===== config.mk =====
export PLATFORM = sky130hd
export DESIGN_NAME = scr1_imem_arb_flat
export DESIGN_NICKNAME = d
export VERILOG_FILES = /design/src/rtl/scr1_imem_arb_if.sv /design/src/rtl/scr1_imem_arb.sv /design/src/flat_wrapper.sv
export SDC_FILE = /design/constraint.sdc
export NUM_CORES = 1
export LEC_CHECK = 0
export ABC_AREA = 1
export CAP_MARGIN = 15
export CORE_ASPECT_RATIO = 0.6
export CORE_MARGIN = 10
export CORE_UTILIZATION = 26
export DETAILED_ROUTE_END_ITERATION = 12
export PLACE_DENSITY = 0.88
export SLEW_MARGIN = 20
export SYNTH_ARGS = -nofsm -noshare
export SYNTH_HDL_FRONTEND = slang
export SYNTH_SLANG_ARGS = --single-unit

===== constraint.sdc =====
create_clock -name clk -period 2.1 [get_ports clk]
set_input_delay 0.21 -clock clk [delete_from_list [all_inputs] [get_ports clk]]
set_output_delay 0.21 -clock clk [all_outputs]
set_load 0.02 [all_outputs]

===== src/rtl/scr1_imem_arb_if.sv =====
`default_nettype none
// ============================================================================
//  Module      : scr1_imem_arb_if
//  Description : Bundle of the two requester channels (m0 fetch, m1 debug/
//                loader) and the shared imem bridge channel around
//                scr1_imem_arb. The 'slave' modport is the arbiter's view;
//                the 'master' modport is the view of the requesters and the
//                imem bridge that surround it.
//  Revision    : 1.0 - initial release
// ============================================================================
interface scr1_imem_arb_if #(
   parameter int AW = 32,
   parameter int DW = 32
);
   // fetch unit channel
   logic          m0_req;
   logic [AW-1:0] m0_addr;
   logic          m0_req_ack;
   logic [DW-1:0] m0_rdata;
   logic [1:0]    m0_resp;

   // debug / loader channel
   logic          m1_req;
   logic [AW-1:0] m1_addr;
   logic          m1_req_ack;
   logic [DW-1:0] m1_rdata;
   logic [1:0]    m1_resp;

   // shared imem bridge channel
   logic          imem_req;
   logic [AW-1:0] imem_addr;
   logic          imem_req_ack;
   logic [DW-1:0] imem_rdata;
   logic [1:0]    imem_resp;

   // arbiter side
   modport slave (
      input  m0_req, m0_addr,
      output m0_req_ack, m0_rdata, m0_resp,
      input  m1_req, m1_addr,
      output m1_req_ack, m1_rdata, m1_resp,
      output imem_req, imem_addr,
      input  imem_req_ack, imem_rdata, imem_resp
   );

   // requesters and imem bridge side
   modport master (
      output m0_req, m0_addr,
      input  m0_req_ack, m0_rdata, m0_resp,
      output m1_req, m1_addr,
      input  m1_req_ack, m1_rdata, m1_resp,
      input  imem_req, imem_addr,
      output imem_req_ack, imem_rdata, imem_resp
   );
endinterface
`default_nettype wire


===== src/rtl/scr1_imem_arb.sv =====
`default_nettype none
// ============================================================================
//  Module      : scr1_imem_arb
//  Description : Two-requester round-robin arbiter for the SCR1 imem port.
//                Grants m0/m1 onto the single imem request channel, holds a
//                pending request locked until the bridge accepts it, records
//                the issuing master of every accepted request in an order
//                FIFO and steers each response back to that master.
//  Revision    : 1.0 - initial release
// ============================================================================
module scr1_imem_arb #(
   parameter int OUTST_DEPTH = 2,
   parameter int AW          = 32,
   parameter int DW          = 32
) (
   input  logic                 clk,
   input  logic                 rst_n,
   scr1_imem_arb_if.slave       bus,
   output logic                 arb_err
);

   localparam int              c_ptr_w    = (OUTST_DEPTH > 1) ? $clog2(OUTST_DEPTH) : 1;
   localparam int              c_cnt_w    = $clog2(OUTST_DEPTH + 1);
   localparam logic [c_ptr_w-1:0] c_ptr_last = c_ptr_w'(OUTST_DEPTH - 1);
   localparam logic [c_cnt_w-1:0] c_cnt_full = c_cnt_w'(OUTST_DEPTH);

   // master identifiers stored in the order FIFO
   localparam logic c_id_m0 = 1'b0;
   localparam logic c_id_m1 = 1'b1;

   // order FIFO of issuing-master IDs
   logic                 r_fifo [OUTST_DEPTH];
   logic [c_ptr_w-1:0]   r_wptr;
   logic [c_ptr_w-1:0]   r_rptr;
   logic [c_cnt_w-1:0]   r_count;
   logic                 r_full;

   // grant history and lock
   logic                 r_last_grant;
   logic                 r_lock;
   logic                 r_lock_id;
   logic                 r_arb_err;

   logic                 w_grant_vld;
   logic                 w_grant_id;
   logic                 w_sel_req;
   logic                 w_imem_req;
   logic                 w_push;
   logic                 w_pop;
   logic                 w_empty;
   logic                 w_head;
   logic                 w_resp_vld;
   logic [1:0]           w_resp_code;
   logic [c_cnt_w-1:0]   w_count_nxt;

   // Grant selection: a locked grant wins; otherwise single requester or
   // the master that was not granted last. Nothing is granted when full.
   always_comb begin
      w_grant_vld = 1'b0;
      w_grant_id  = c_id_m0;
      if (r_lock) begin
         w_grant_vld = 1'b1;
         w_grant_id  = r_lock_id;
      end else if (!r_full) begin
         if (bus.m0_req && bus.m1_req) begin
            w_grant_vld = 1'b1;
            w_grant_id  = ~r_last_grant;
         end else if (bus.m0_req) begin
            w_grant_vld = 1'b1;
            w_grant_id  = c_id_m0;
         end else if (bus.m1_req) begin
            w_grant_vld = 1'b1;
            w_grant_id  = c_id_m1;
         end
      end
   end

   // request channel towards the bridge; acks return in the same cycle
   assign w_sel_req        = (w_grant_id == c_id_m1) ? bus.m1_req : bus.m0_req;
   assign w_imem_req       = w_grant_vld & w_sel_req & ~r_full;
   assign bus.imem_req     = w_imem_req;
   assign bus.imem_addr    = (w_grant_vld && (w_grant_id == c_id_m1)) ? bus.m1_addr : bus.m0_addr;
   assign w_push           = w_imem_req & bus.imem_req_ack;
   assign bus.m0_req_ack   = w_push & (w_grant_id == c_id_m0);
   assign bus.m1_req_ack   = w_push & (w_grant_id == c_id_m1);

   // response side: the reserved code 11 is reported to the master as an error
   assign w_resp_vld  = |bus.imem_resp;
   assign w_resp_code = (bus.imem_resp == 2'b11) ? 2'b10 : bus.imem_resp;
   assign w_empty     = (r_count == '0);
   assign w_pop       = w_resp_vld & ~w_empty;
   assign w_head      = r_fifo[r_rptr];

   assign bus.m0_resp  = (w_pop && (w_head == c_id_m0)) ? w_resp_code    : 2'b00;
   assign bus.m0_rdata = (w_pop && (w_head == c_id_m0)) ? bus.imem_rdata : '0;
   assign bus.m1_resp  = (w_pop && (w_head == c_id_m1)) ? w_resp_code    : 2'b00;
   assign bus.m1_rdata = (w_pop && (w_head == c_id_m1)) ? bus.imem_rdata : '0;

   assign arb_err = r_arb_err;

   // Occupancy after this cycle's push/pop; a simultaneous push and pop cancel.
   always_comb begin
      w_count_nxt = r_count;
      case ({w_push, w_pop})
         2'b10:   w_count_nxt = r_count + c_cnt_w'(1);
         2'b01:   w_count_nxt = r_count - c_cnt_w'(1);
         default: w_count_nxt = r_count;
      endcase
   end

   // Order FIFO storage, pointers and registered full flag.
   always_ff @(posedge clk or negedge rst_n) begin
      if (!rst_n) begin
         for (int i = 0; i < OUTST_DEPTH; i++) begin
            r_fifo[i] <= c_id_m0;
         end
         r_wptr  <= '0;
         r_rptr  <= '0;
         r_count <= '0;
         r_full  <= 1'b0;
      end else begin
         if (w_push) begin
            r_fifo[r_wptr] <= w_grant_id;
            r_wptr         <= (r_wptr == c_ptr_last) ? '0 : r_wptr + c_ptr_w'(1);
         end
         if (w_pop) begin
            r_rptr <= (r_rptr == c_ptr_last) ? '0 : r_rptr + c_ptr_w'(1);
         end
         r_count <= w_count_nxt;
         r_full  <= (w_count_nxt == c_cnt_full);
      end
   end

   // Grant history and lock: an offered but unaccepted request freezes the
   // grant; dropping the request releases it because imem_req falls to 0.
   always_ff @(posedge clk or negedge rst_n) begin
      if (!rst_n) begin
         r_last_grant <= c_id_m1;
         r_lock       <= 1'b0;
         r_lock_id    <= c_id_m0;
      end else begin
         r_lock <= w_imem_req & ~bus.imem_req_ack;
         if (w_imem_req) begin
            r_lock_id <= w_grant_id;
         end
         if (w_push) begin
            r_last_grant <= w_grant_id;
         end
      end
   end

   // Sticky flag for a response arriving with nothing outstanding.
   always_ff @(posedge clk or negedge rst_n) begin
      if (!rst_n) begin
         r_arb_err <= 1'b0;
      end else if (w_resp_vld && w_empty) begin
         r_arb_err <= 1'b1;
      end
   end

endmodule
`default_nettype wire


===== src/flat_wrapper.sv =====
// flat-port wrapper written by rule: the top's interface ports become plain ports
module scr1_imem_arb_flat 
#(
   parameter int OUTST_DEPTH = 2,
   parameter int AW          = 32,
   parameter int DW          = 32
)
  (clk, rst_n, arb_err, bus_m0_req, bus_m0_addr, bus_m0_req_ack, bus_m0_rdata, bus_m0_resp, bus_m1_req, bus_m1_addr, bus_m1_req_ack, bus_m1_rdata, bus_m1_resp, bus_imem_req, bus_imem_addr, bus_imem_req_ack, bus_imem_rdata, bus_imem_resp);
  scr1_imem_arb_if #(.AW(AW), .DW(DW)) bus_i ();
  input  logic clk;
  input  logic rst_n;
  output logic arb_err;
  input wire logic [$bits(bus_i.m0_req)-1:0] bus_m0_req;
  input wire logic [$bits(bus_i.m0_addr)-1:0] bus_m0_addr;
  output wire logic [$bits(bus_i.m0_req_ack)-1:0] bus_m0_req_ack;
  output wire logic [$bits(bus_i.m0_rdata)-1:0] bus_m0_rdata;
  output wire logic [$bits(bus_i.m0_resp)-1:0] bus_m0_resp;
  input wire logic [$bits(bus_i.m1_req)-1:0] bus_m1_req;
  input wire logic [$bits(bus_i.m1_addr)-1:0] bus_m1_addr;
  output wire logic [$bits(bus_i.m1_req_ack)-1:0] bus_m1_req_ack;
  output wire logic [$bits(bus_i.m1_rdata)-1:0] bus_m1_rdata;
  output wire logic [$bits(bus_i.m1_resp)-1:0] bus_m1_resp;
  output wire logic [$bits(bus_i.imem_req)-1:0] bus_imem_req;
  output wire logic [$bits(bus_i.imem_addr)-1:0] bus_imem_addr;
  input wire logic [$bits(bus_i.imem_req_ack)-1:0] bus_imem_req_ack;
  input wire logic [$bits(bus_i.imem_rdata)-1:0] bus_imem_rdata;
  input wire logic [$bits(bus_i.imem_resp)-1:0] bus_imem_resp;
  assign bus_i.m0_req = bus_m0_req;
  assign bus_i.m0_addr = bus_m0_addr;
  assign bus_m0_req_ack = bus_i.m0_req_ack;
  assign bus_m0_rdata = bus_i.m0_rdata;
  assign bus_m0_resp = bus_i.m0_resp;
  assign bus_i.m1_req = bus_m1_req;
  assign bus_i.m1_addr = bus_m1_addr;
  assign bus_m1_req_ack = bus_i.m1_req_ack;
  assign bus_m1_rdata = bus_i.m1_rdata;
  assign bus_m1_resp = bus_i.m1_resp;
  assign bus_imem_req = bus_i.imem_req;
  assign bus_imem_addr = bus_i.imem_addr;
  assign bus_i.imem_req_ack = bus_imem_req_ack;
  assign bus_i.imem_rdata = bus_imem_rdata;
  assign bus_i.imem_resp = bus_imem_resp;
  scr1_imem_arb #(.OUTST_DEPTH(OUTST_DEPTH), .AW(AW), .DW(DW)) u_core (.clk(clk), .rst_n(rst_n), .bus(bus_i), .arb_err(arb_err));
endmodule

# --- Word-level counts from Yosys, hierarchy flattened ---
# Cells that the tools add are included.
word_totals:
  reg_bits: 11
  in_bits: 103
  word_cells: 69
op_classes:
  add_sub_neg: 4
  magnitude_cmp: 3
  eq_ne: 4
  mux: 25
  n_bitwise: 15
  reduce_logical: 8
ops:
  columns: ["cell", "count"]
  rows:
  - ["two-way mux 32 bit", 3]
  - ["two-way mux 1 bit", 16]
  - ["bitwise AND 1 bit", 7]
  - ["== test 2 bit, second input constant", 3]
  - ["logical AND 1 bit", 6]
  - ["two-way mux 2 bit", 3]
  - ["NOT 1 bit", 6]
  - [">= comparator 2 bit, second input constant", 2]
  - ["NOT 1 -> 2 bit", 2]
  - ["one-hot mux 2 bit (2 select lines)", 1]
  - ["adder 1 bit, second input constant", 2]
  - ["adder 2 x 1 -> 2 bit, second input constant", 1]
  - ["bitwise mux 2 bit", 1]
  - ["== test 2 x 1 -> 1 bit, second input constant", 1]
  - ["zero test 2 bit", 1]
  - ["< comparator 2 x 1 -> 1 bit, second input constant", 1]
  - ["OR reduction 2 bit", 1]
  - ["subtractor 2 x 1 -> 2 bit, second input constant", 1]
  - ["demux 1 bit (select 1 bit)", 1]

# --- Depth between registers and ports, before layout ---
# Gate-level depths: netlist (run 1).
depth:
  depth_word: 12
  depth_mapped: 13
  depth_no_buf: 13

# --- Least setup slack after synthesis (run 1) ---
# No wires, ideal clock.
synth_path:
  kind: "register -> register"
  startpoint: "register u_core.r_full"
  endpoint: "register u_core.r_full"
  arrival_time_ps: 1792
  required_time_ps: 1977
  setup_slack_ps: 186
  stages_incl_launch_ff: 13
  n_path_buf: 0
  path_cell_list: "dfrtp_1 > nor2_4 > nand3_2 > nand3_1 > nand2_2 > nor2_4 > nand2_2 > ha_1 > a21oi_1 > o21ai_0 > xor2_1 > inv_1 > nor2_1"
synth_via:
  elab_chain_len: 9
synth_lines:
  columns: ["element", "line_no", "source"]
  rows:
  - ["start: declaration", "scr1_imem_arb.sv:36", "logic r_full;"]
  - ["start signal: assignment", "scr1_imem_arb.sv:130", "r_full <= (w_count_nxt == c_cnt_full);"]
  - ["two-way mux 1 bit", "scr1_imem_arb.sv:64", "end else if (!r_full) begin"]
  - ["two-way mux 1 bit", "scr1_imem_arb.sv:61", "if (r_lock) begin"]
  - ["two-way mux 1 bit", "scr1_imem_arb.sv:79", "assign w_sel_req = (w_grant_id == c_id_m1) ? bus.m1_req : bus.m0_req;"]
  - ["bitwise AND 1 bit", "scr1_imem_arb.sv:80", "assign w_imem_req = w_grant_vld & w_sel_req & ~r_full;"]
  - ["bitwise AND 1 bit *", "scr1_imem_arb.sv:80", null]
  - ["named net bus_imem_req", "flat_wrapper.sv:23", "output wire logic [$bits(bus_i.imem_req)-1:0] bus_imem_req;"]
  - ["bitwise AND 1 bit *", "scr1_imem_arb.sv:83", "assign w_push = w_imem_req & bus.imem_req_ack;"]
  - ["== test 2 x 1 -> 1 bit / == test 2 bit (equally long branches)", "scr1_imem_arb.sv:104", "case ({w_push, w_pop})"]
  - ["one-hot mux 2 bit (2 select lines) *", "scr1_imem_arb.sv:104", null]
  - ["named net u_core.w_count_nxt[1]", "scr1_imem_arb.sv:54", "logic [c_cnt_w-1:0] w_count_nxt;"]
  - ["== test 2 bit *", "scr1_imem_arb.sv:130", null]
# Mark *: on every way through the listed nets, which the timed path passes. The rest lies on a longest branch.
# A chain may end at the register's enable or synchronous reset.

# --- Worst setup path after layout (run 1) ---
layout_path:
  startpoint: "register u_core.r_last_grant"
  endpoint: "output bus_imem_addr[6]"
layout_via:
  elab_chain_len: 6
layout_lines:
  columns: ["element", "line_no", "source"]
  rows:
  - ["start: declaration", "scr1_imem_arb.sv:39", "logic r_last_grant;"]
  - ["start signal: assignment", "scr1_imem_arb.sv:138", "r_last_grant <= c_id_m1;"]
  - ["start signal: assignment", "scr1_imem_arb.sv:147", "r_last_grant <= w_grant_id;"]
  - ["NOT 1 bit", "scr1_imem_arb.sv:67", "w_grant_id = ~r_last_grant;"]
  - ["two-way mux 1 bit", "scr1_imem_arb.sv:65", "if (bus.m0_req && bus.m1_req) begin"]
  - ["two-way mux 1 bit", "scr1_imem_arb.sv:64", null]
  - ["two-way mux 1 bit", "scr1_imem_arb.sv:61", null]
  - ["logical AND 1 bit", "scr1_imem_arb.sv:82", "assign bus.imem_addr = (w_grant_vld && (w_grant_id == c_id_m1)) ? bus.m1_addr : bus.m0_addr;"]
  - ["two-way mux 32 bit", "scr1_imem_arb.sv:82", null]
  - ["end: declaration", "flat_wrapper.sv:24", "output wire logic [$bits(bus_i.imem_addr)-1:0] bus_imem_addr;"]
# Every way passes these cells.

==> metrics.yaml, run 1 <==
synth:
  postSynthAreaPerCell_um2: 6.02
  synthCells: 274
  synth_area_mm2: 0.00165
  ys_seq_elements: 11
  synth_edf_count: 0
  async_flop_share: 1.00
  synth_ff_type: "dfrtp_1"
  ys_types: 25
  syn-num-nets: 378
  ys_warn_count: 0
  synth_area_leader_cell: "nand2_1"
  synth_area_leaders: "nand2_1, nor2_4, dfrtp_1, inv_1, nor2_1"
  synth_top_area_share: 0.252
  yosysSeqAreaShare: 0.168
pwr:
  power.total_w: 0.00419
  power_density_mw_per_mm2: 1120
  p_switching_w: 0.00235
  irDropWorstVdd_mv: 0.792
  power_frac_comb: 0.853
  switching_share: 0.560
  p_clk_frac: 0.052
  p_int_w: 0.00184
  p_seq_frac: 0.095
  leakagePower_nw: 2.04
grt:
  grt_max_degree: 35
  grt_pass1_vias: 2524
  grt_first_pass_wirelength_mm: 13.5
  grt_usage: 0.167
  overflow: 0
  antenna_found_initial: 0
cells_and_area:
  finalNetCount: 599
  multi_input_area_mm2: 0.00112
  seq_area_um2: 277
  antenna_cells: 0
  syn2layout_area_growth_pct: 127
  layout_common_cells: "nand2_1, clkdlybuf4s50_1, dlygate4sd2_1, clkbuf_2, inv_1"
  mostFrequentLayoutCell: "nand2_1"
  layout-drive-gt1-share: 0.229
  fillers: 573
sta:
  report.final.slew_viol_count: 0
  hold_viol_final: 0
  min_period_ns: 2.04
  fin_crit_sh: 0.969
  rsz0062_at_grt: "yes"
  fin_skew_ns: 0.00155
  tightest_slew_ns: 0.484
  max_freq_mhz: 491
  tns_ns: 0
  setup_viol: 0
  maxSlewHeadroom: 0.676
placement:
  place_congestion: 0.836
  hpwl_mm: 8.02
  io_buffer_count: 206
worst_setup_path:
  critPathMaxFanout: 32
  crit_type: "flip-flop to output pin"
  crit_path_start: "u_core.r_last_grant$_DFFE_PN1N_"
  crit_top_cell: "nand2_1"
  r2r_slack_ns: 0.17
  crit_chain: "nand2_1 -> nand3_2 -> nand2_2 -> inv_2 -> buf_12 -> nand2_1 -> nand2_1 -> dlygate4sd2_1"
  cpPeakStageDelay_ns: 0.54
  worstPathRequired_ns: 1.89
  cp-endpoint: "bus_imem_addr[6]"
  arrival_ns: 1.83
  critPathSlowestCell: "dfstp_2"
  rr_startpoint: "u_core.r_full$_DFF_PN0_"
  r2r_end: "u_core.r_full$_DFF_PN0_"
  crit_path_start_kind: "flip-flop"
  crit_path_end_kind: "output pin"
  r2r_cells: 12
drt:
  wl_met1_mm: 3.21
  drt-initial-drc-count: 87
  dr.max_layer_used: "met4"
  wl_met2_mm: 5.22
  drtAntennaViolNets: 0
  routed_wl_mm: 9.07
  wl_per_cell_um: 15.7
  wl_met3_um: 537
  drc: 0
  vias: 2387
  vias_per_cell: 4.13
  drt_first_pass_iters: 4
floorplanning:
  io_pins: 207
  die_y_um: 81.7
  rows: 22
  core_area_mm2: 0.00614
  die_area_mm2: 0.0100
  start_util: 0.269
  die_x_um: 123
min_path:
  min_path_type: "primary input to asynchronous set/reset pin"
run:
  drv_cap: 0
clock_tree:
  cts_buffer_depth: 2
  cts_setup_buffers: 0
  numCtsBuffers: 3
  cts_tree: "done"
  path_clk_slew_ns: 0.05
  ctsRootBufferMaster: "clkbuf_8"
  clock_latency_ns: 0.24
  clock-sinks: 11
  htree_levels: 1
outcome:
  run_status: "finished clean"
flip-flops by register name (all words and copies together), names as in the netlist:
name and cells:
u_core.arb_err 1, u_core.r_count 2, u_core.r_fifo 2, u_core.r_full 1, u_core.r_last_grant 1, u_core.r_lock 1, u_core.r_lock_id 1, u_core.r_rptr 1
u_core.r_wptr 1
power groups by stage:
stage	Clock (W)	Combinational [W]	Sequential, W
after global placement	0	0.00397	0.000388
after global routing	0.000236	0.00385	0.000405
after detailed placement	0	0.00407	0.000394
after floorplan	0	0.00216	0.000372
final	0.000218	0.00357	0.000397
after CTS	0.000221	0.00364	0.000392
Yosys cell counts, types with 2 or more instances:
cell type	number
o21ai_0	2
dfrtp_1	10
nor2_4	32
nand2_2	4
buf_12	3
nor2_1	39
inv_2	3
buf_2	9
inv_1	40
nor3_1	3
xnor2_1	2
nand2_1	111
nand3_1	4
worst max-delay path, delay by kind of cell (launching register included):
kind | cells | cell delay, ns
flops | 1 | 0.54
buf+inv | 3 | 0.62
simple gates | 5 | 0.41
metal layers:
| layer | GRT usage | vias up |
|---|---|---|
| li1 | - | 1228 |
| met1 | 0.167 | 1074 |
| met2 | 0.348 | 73 |
| met3 | 0.0404 | 12 |
| met4 | 0.0258 | 0 |
| met5 | 0 | - |
layout make-up:
cell class,instances,area share
inverters,43,0.0431
clock buffers,4,0.0120
well taps,84,0.0281
repair buffers,229,0.545
flip-flops and latches,11,0.0738
multi-input cells,207,0.298
timing repair:
item                                    4_1_cts  5_1_grt
pin swaps                                     1        1
hold endpoints to repair                      0        0
gates resized for setup                     105      104
endpoints found under the setup margin      104       65
hold buffers                                  0        0
worst min-delay path by stage:
stage,from,to,slack (ns),depth (start not counted)
after global routing,rst_n,u_core.r_full$_DFF_PN0_,0.34,1
final,rst_n,u_core.r_full$_DFF_PN0_,0.30,1
after CTS,rst_n,u_core.r_fifo[0]$_DFFE_PN0P_,0.30,1
after floorplan,rst_n,u_core.arb_err$_DFFE_PN0P_,-0.09,0
after global placement,u_core.r_last_grant$_DFFE_PN1N_,u_core.r_last_grant$_DFFE_PN1N_,0.46,2
after detailed placement,u_core.arb_err$_DFFE_PN0P_,u_core.arb_err$_DFFE_PN0P_,0.46,1
kinds of logic (layout without fill, tap and decap cells):
family	count (synthesis)	count (layout)	share of synthesized area
compound gates	7	7	0.0288
xor+xnor	3	3	0.0159
fa+ha+maj	1	1	0.00758
buf+inv	56	276	0.168
flops	11	11	0.168
mux	1	1	0.00607
simple gates	195	195	0.606
per-stage QoR:
| stage | util | instance area (um^2) | cells | hold WS [ns] | worst slack (ns) |
|---|---|---|---|---|---|
| floorplan | - | 1650 | 274 | -0.0856 | 0.186 |
| global placement | 0.642 | 3940 | 574 | 0.459 | -0.189 |
| detailed placement | 0.642 | 3940 | 574 | 0.460 | -0.276 |
| CTS | 0.630 | 3870 | 578 | 0.305 | 0.0195 |
| global route | 0.610 | 3740 | 578 | 0.335 | -0.0679 |
| finish | 0.610 | 3740 | 578 | 0.297 | 0.0641 |
No activity file was read; power rests on OpenSTA's default activity.
==> inputs of run 2 (changes only) <==
- CAP_MARGIN: 15 -> 40
- GPL_ROUTABILITY_DRIVEN: default -> 0
==> results of run 2 <==
The final DEF is identical to that of run 1; final timing and power are the same.
==> inputs of run 3 (changes only) <==
- CTS_BUF_LIST: default -> sky130_fd_sc_hd__clkbuf_8 sky130_fd_sc_hd__clkbuf_16
==> run 3 against run 2 <==
  * Die area did not move
  * Global-route usage stayed put
  * Critical path depth unchanged
  * Via count did not move
  * Final area is the same
  * Wire length barely moved
  * Setup slack barely moved
  * Register-to-register slack about the same
  * Critical endpoint unchanged
  * Largest cell class unchanged
  * Highest routed layer unchanged
==> metrics.yaml, run 3 (same netlist as run 1, synthesis figures left out) <==
outcome:
  run_status: "finished clean"
grt:
  overflow: 0  # unchanged
  grt_pass1_vias: 2524  # unchanged
  grt_first_pass_wirelength_mm: 13.5  # unchanged
  antenna_found_initial: 0  # unchanged
  grt_max_degree: 35  # unchanged
  grt_usage: 0.167  # unchanged
worst_setup_path:
  crit_path_end_kind: "output pin"
  arrival_ns: 1.83  # about the same
  crit_top_cell: "nand2_1"
  crit_chain: "nand2_1 -> nand3_2 -> nand2_2 -> inv_2 -> buf_12 -> nand2_1 -> nand2_1 -> dlygate4sd2_1"
  critPathSlowestCell: "dfstp_2"
  worstPathRequired_ns: 1.89  # about the same
  crit_path_start_kind: "flip-flop"
  critPathMaxFanout: 32  # unchanged
  crit_type: "flip-flop to output pin"
  cp.buffers_inverters: 3  # unchanged
  cpPeakStageDelay_ns: 0.54  # about the same
  path_delay_family: "buffers and inverters"
cells_and_area:
  mostFrequentLayoutCell: "nand2_1"
  fillers: 573  # unchanged
  syn2layout_area_growth_pct: 127  # unchanged
  final_util: 0.610  # unchanged
  layout_common_cells: "nand2_1, clkdlybuf4s50_1, dlygate4sd2_1, inv_1, clkbuf_2"
  top_regs: "u_core.r_count x2, u_core.r_fifo x2"
  finalNetCount: 599  # unchanged
  antenna_cells: 0  # unchanged
  layout-drive-gt1-share: 0.229  # unchanged
clock_tree:
  clock-sinks: 11  # unchanged
  htree_levels: 1  # unchanged
  ctsRootBufferMaster: "clkbuf_8"
  cts_buffer_depth: 2  # unchanged
  cts_tree: "done"
  cts_hold_buf: 0  # unchanged
  clock_latency_ns: 0.24  # about the same
  numCtsBuffers: 3  # unchanged
  path_clk_slew_ns: 0.05  # about the same
sta:
  setup_slack_ns: 0.0641  # -0.0000135 ns
  fin_skew_ns: 0.00183  # +0.000282 ns
  rsz0062_at_grt: "yes"
  min_period_ns: 2.04  # +0.0000135 ns
  max_freq_mhz: 491  # about the same
  tns_ns: 0  # unchanged
  setup_viol: 0  # unchanged
  report.final.slew_viol_count: 0  # unchanged
  hold_ws_ns: 0.296  # -0.000396 ns
  hold_viol_final: 0  # unchanged
  maxSlewHeadroom: 0.676  # unchanged
  fin_crit_sh: 0.969  # about the same
  tightest_slew_ns: 0.484  # unchanged
pwr:
  leakagePower_nw: 2.04  # +0.20%
  irDropWorstVdd_mv: 0.792  # about the same
  power_density_mw_per_mm2: 1120  # -0.12%
floorplanning:
  die_x_um: 123  # unchanged
  die_area_mm2: 0.0100  # unchanged
  core_area_mm2: 0.00614  # unchanged
  io_pins: 207  # unchanged
  die_y_um: 81.7  # unchanged
  start_util: 0.269  # unchanged
  rows: 22  # unchanged
drt:
  drtAntennaViolNets: 0  # unchanged
  wl_per_cell_um: 15.7  # about the same
  drt-initial-drc-count: 87  # unchanged
  drc: 0  # unchanged
  drt_first_pass_iters: 4  # unchanged
  vias: 2387  # unchanged
  routed_wl_mm: 9.07  # about the same
  vias_per_cell: 4.13  # unchanged
min_path:
  min_path_type: "primary input to asynchronous set/reset pin"
run:
  drv_cap: 0  # unchanged
placement:
  hpwl_mm: 8.02  # unchanged
  io_buffer_count: 206  # unchanged
  post-place-ws_ns: -0.276  # unchanged
## run 3: cell count changes in the layout (fill, tap and decap cells not counted)
cell / before / now
clkbuf_1: 1 / 0
inv_1: 40 / 41
## run 3: worst paths after layout
path	startpoint	endpoint	slack [ns]	cells past startpoint
hold reg to reg	u_core.arb_err$_DFFE_PN0P_	u_core.arb_err$_DFFE_PN0P_	0.47	1
min in group clk	u_core.arb_err$_DFFE_PN0P_	u_core.arb_err$_DFFE_PN0P_	0.47	1
setup reg to reg	u_core.r_full$_DFF_PN0_	u_core.r_full$_DFF_PN0_	0.17	12
hold / removal	rst_n	u_core.r_full$_DFF_PN0_	0.30	1
max in group asynchronous	rst_n	u_core.r_last_grant$_DFFE_PN1N_	1.45	1
setup / recovery	u_core.r_last_grant$_DFFE_PN1N_	bus_imem_addr[6]	0.06	8
## run 3: what timing repair did
action	CTS	global route
resized for setup	105	104
setup buffers	0	0
endpoints found under the setup margin	104	65
pin swaps	1	1
## run 3: worst reg2reg max path: cells and delay by family, from the launching register on
| family | cells | cell delay [ns] |
|---|---|---|
| buffers and inverters | 1 | 0.07 |
| AND/OR/NAND/NOR | 7 | 0.74 |
| adder cells (fa/ha/maj) | 1 | 0.29 |
| AO/OA/AOI/OAI | 2 | 0.16 |
| XOR/XNOR | 1 | 0.20 |
| flip-flops | 1 | 0.40 |
## run 3: report_power, final
part	total (W)	leakage (nW)	internal, W	switching [W]
clock	0.000214	0.0269	0.000129	0.0000851
combinational	0.00357	1.89	0.00140	0.00218
sequential	0.000397	0.131	0.000313	0.0000837
## run 3: cell type report
class / count / area, um^2 / share of cell area
well taps: 84 / 105 / 0.0281
inverters: 43 / 161 / 0.0431
clock buffers: 3 / 41.3 / 0.0110
multi-input cells: 207 / 1120 / 0.298
clock inverters: 1 / 3.75 / 0.00100
repair buffers: 229 / 2040 / 0.545
flip-flops and latches: 11 / 277 / 0.0738
## run 3: metrics by stage
step,power [W],cells,area (um^2)
2_1_floorplan,0.00254,274,1650
3_3_place_gp,0.00436,574,3940
3_5_place_dp,0.00447,574,3940
4_1_cts,0.00424,578,3870
5_1_grt,0.00449,578,3740
6_report,0.00418,578,3740
## run 3: routing by layer
metal	wire (um)	track usage	vias up
met2	5220	0.348	73
met3	537	0.0404	12
li1	-	-	1228
met4	104	0.0258	0
met1	3210	0.167	1074
met5	0	0	-
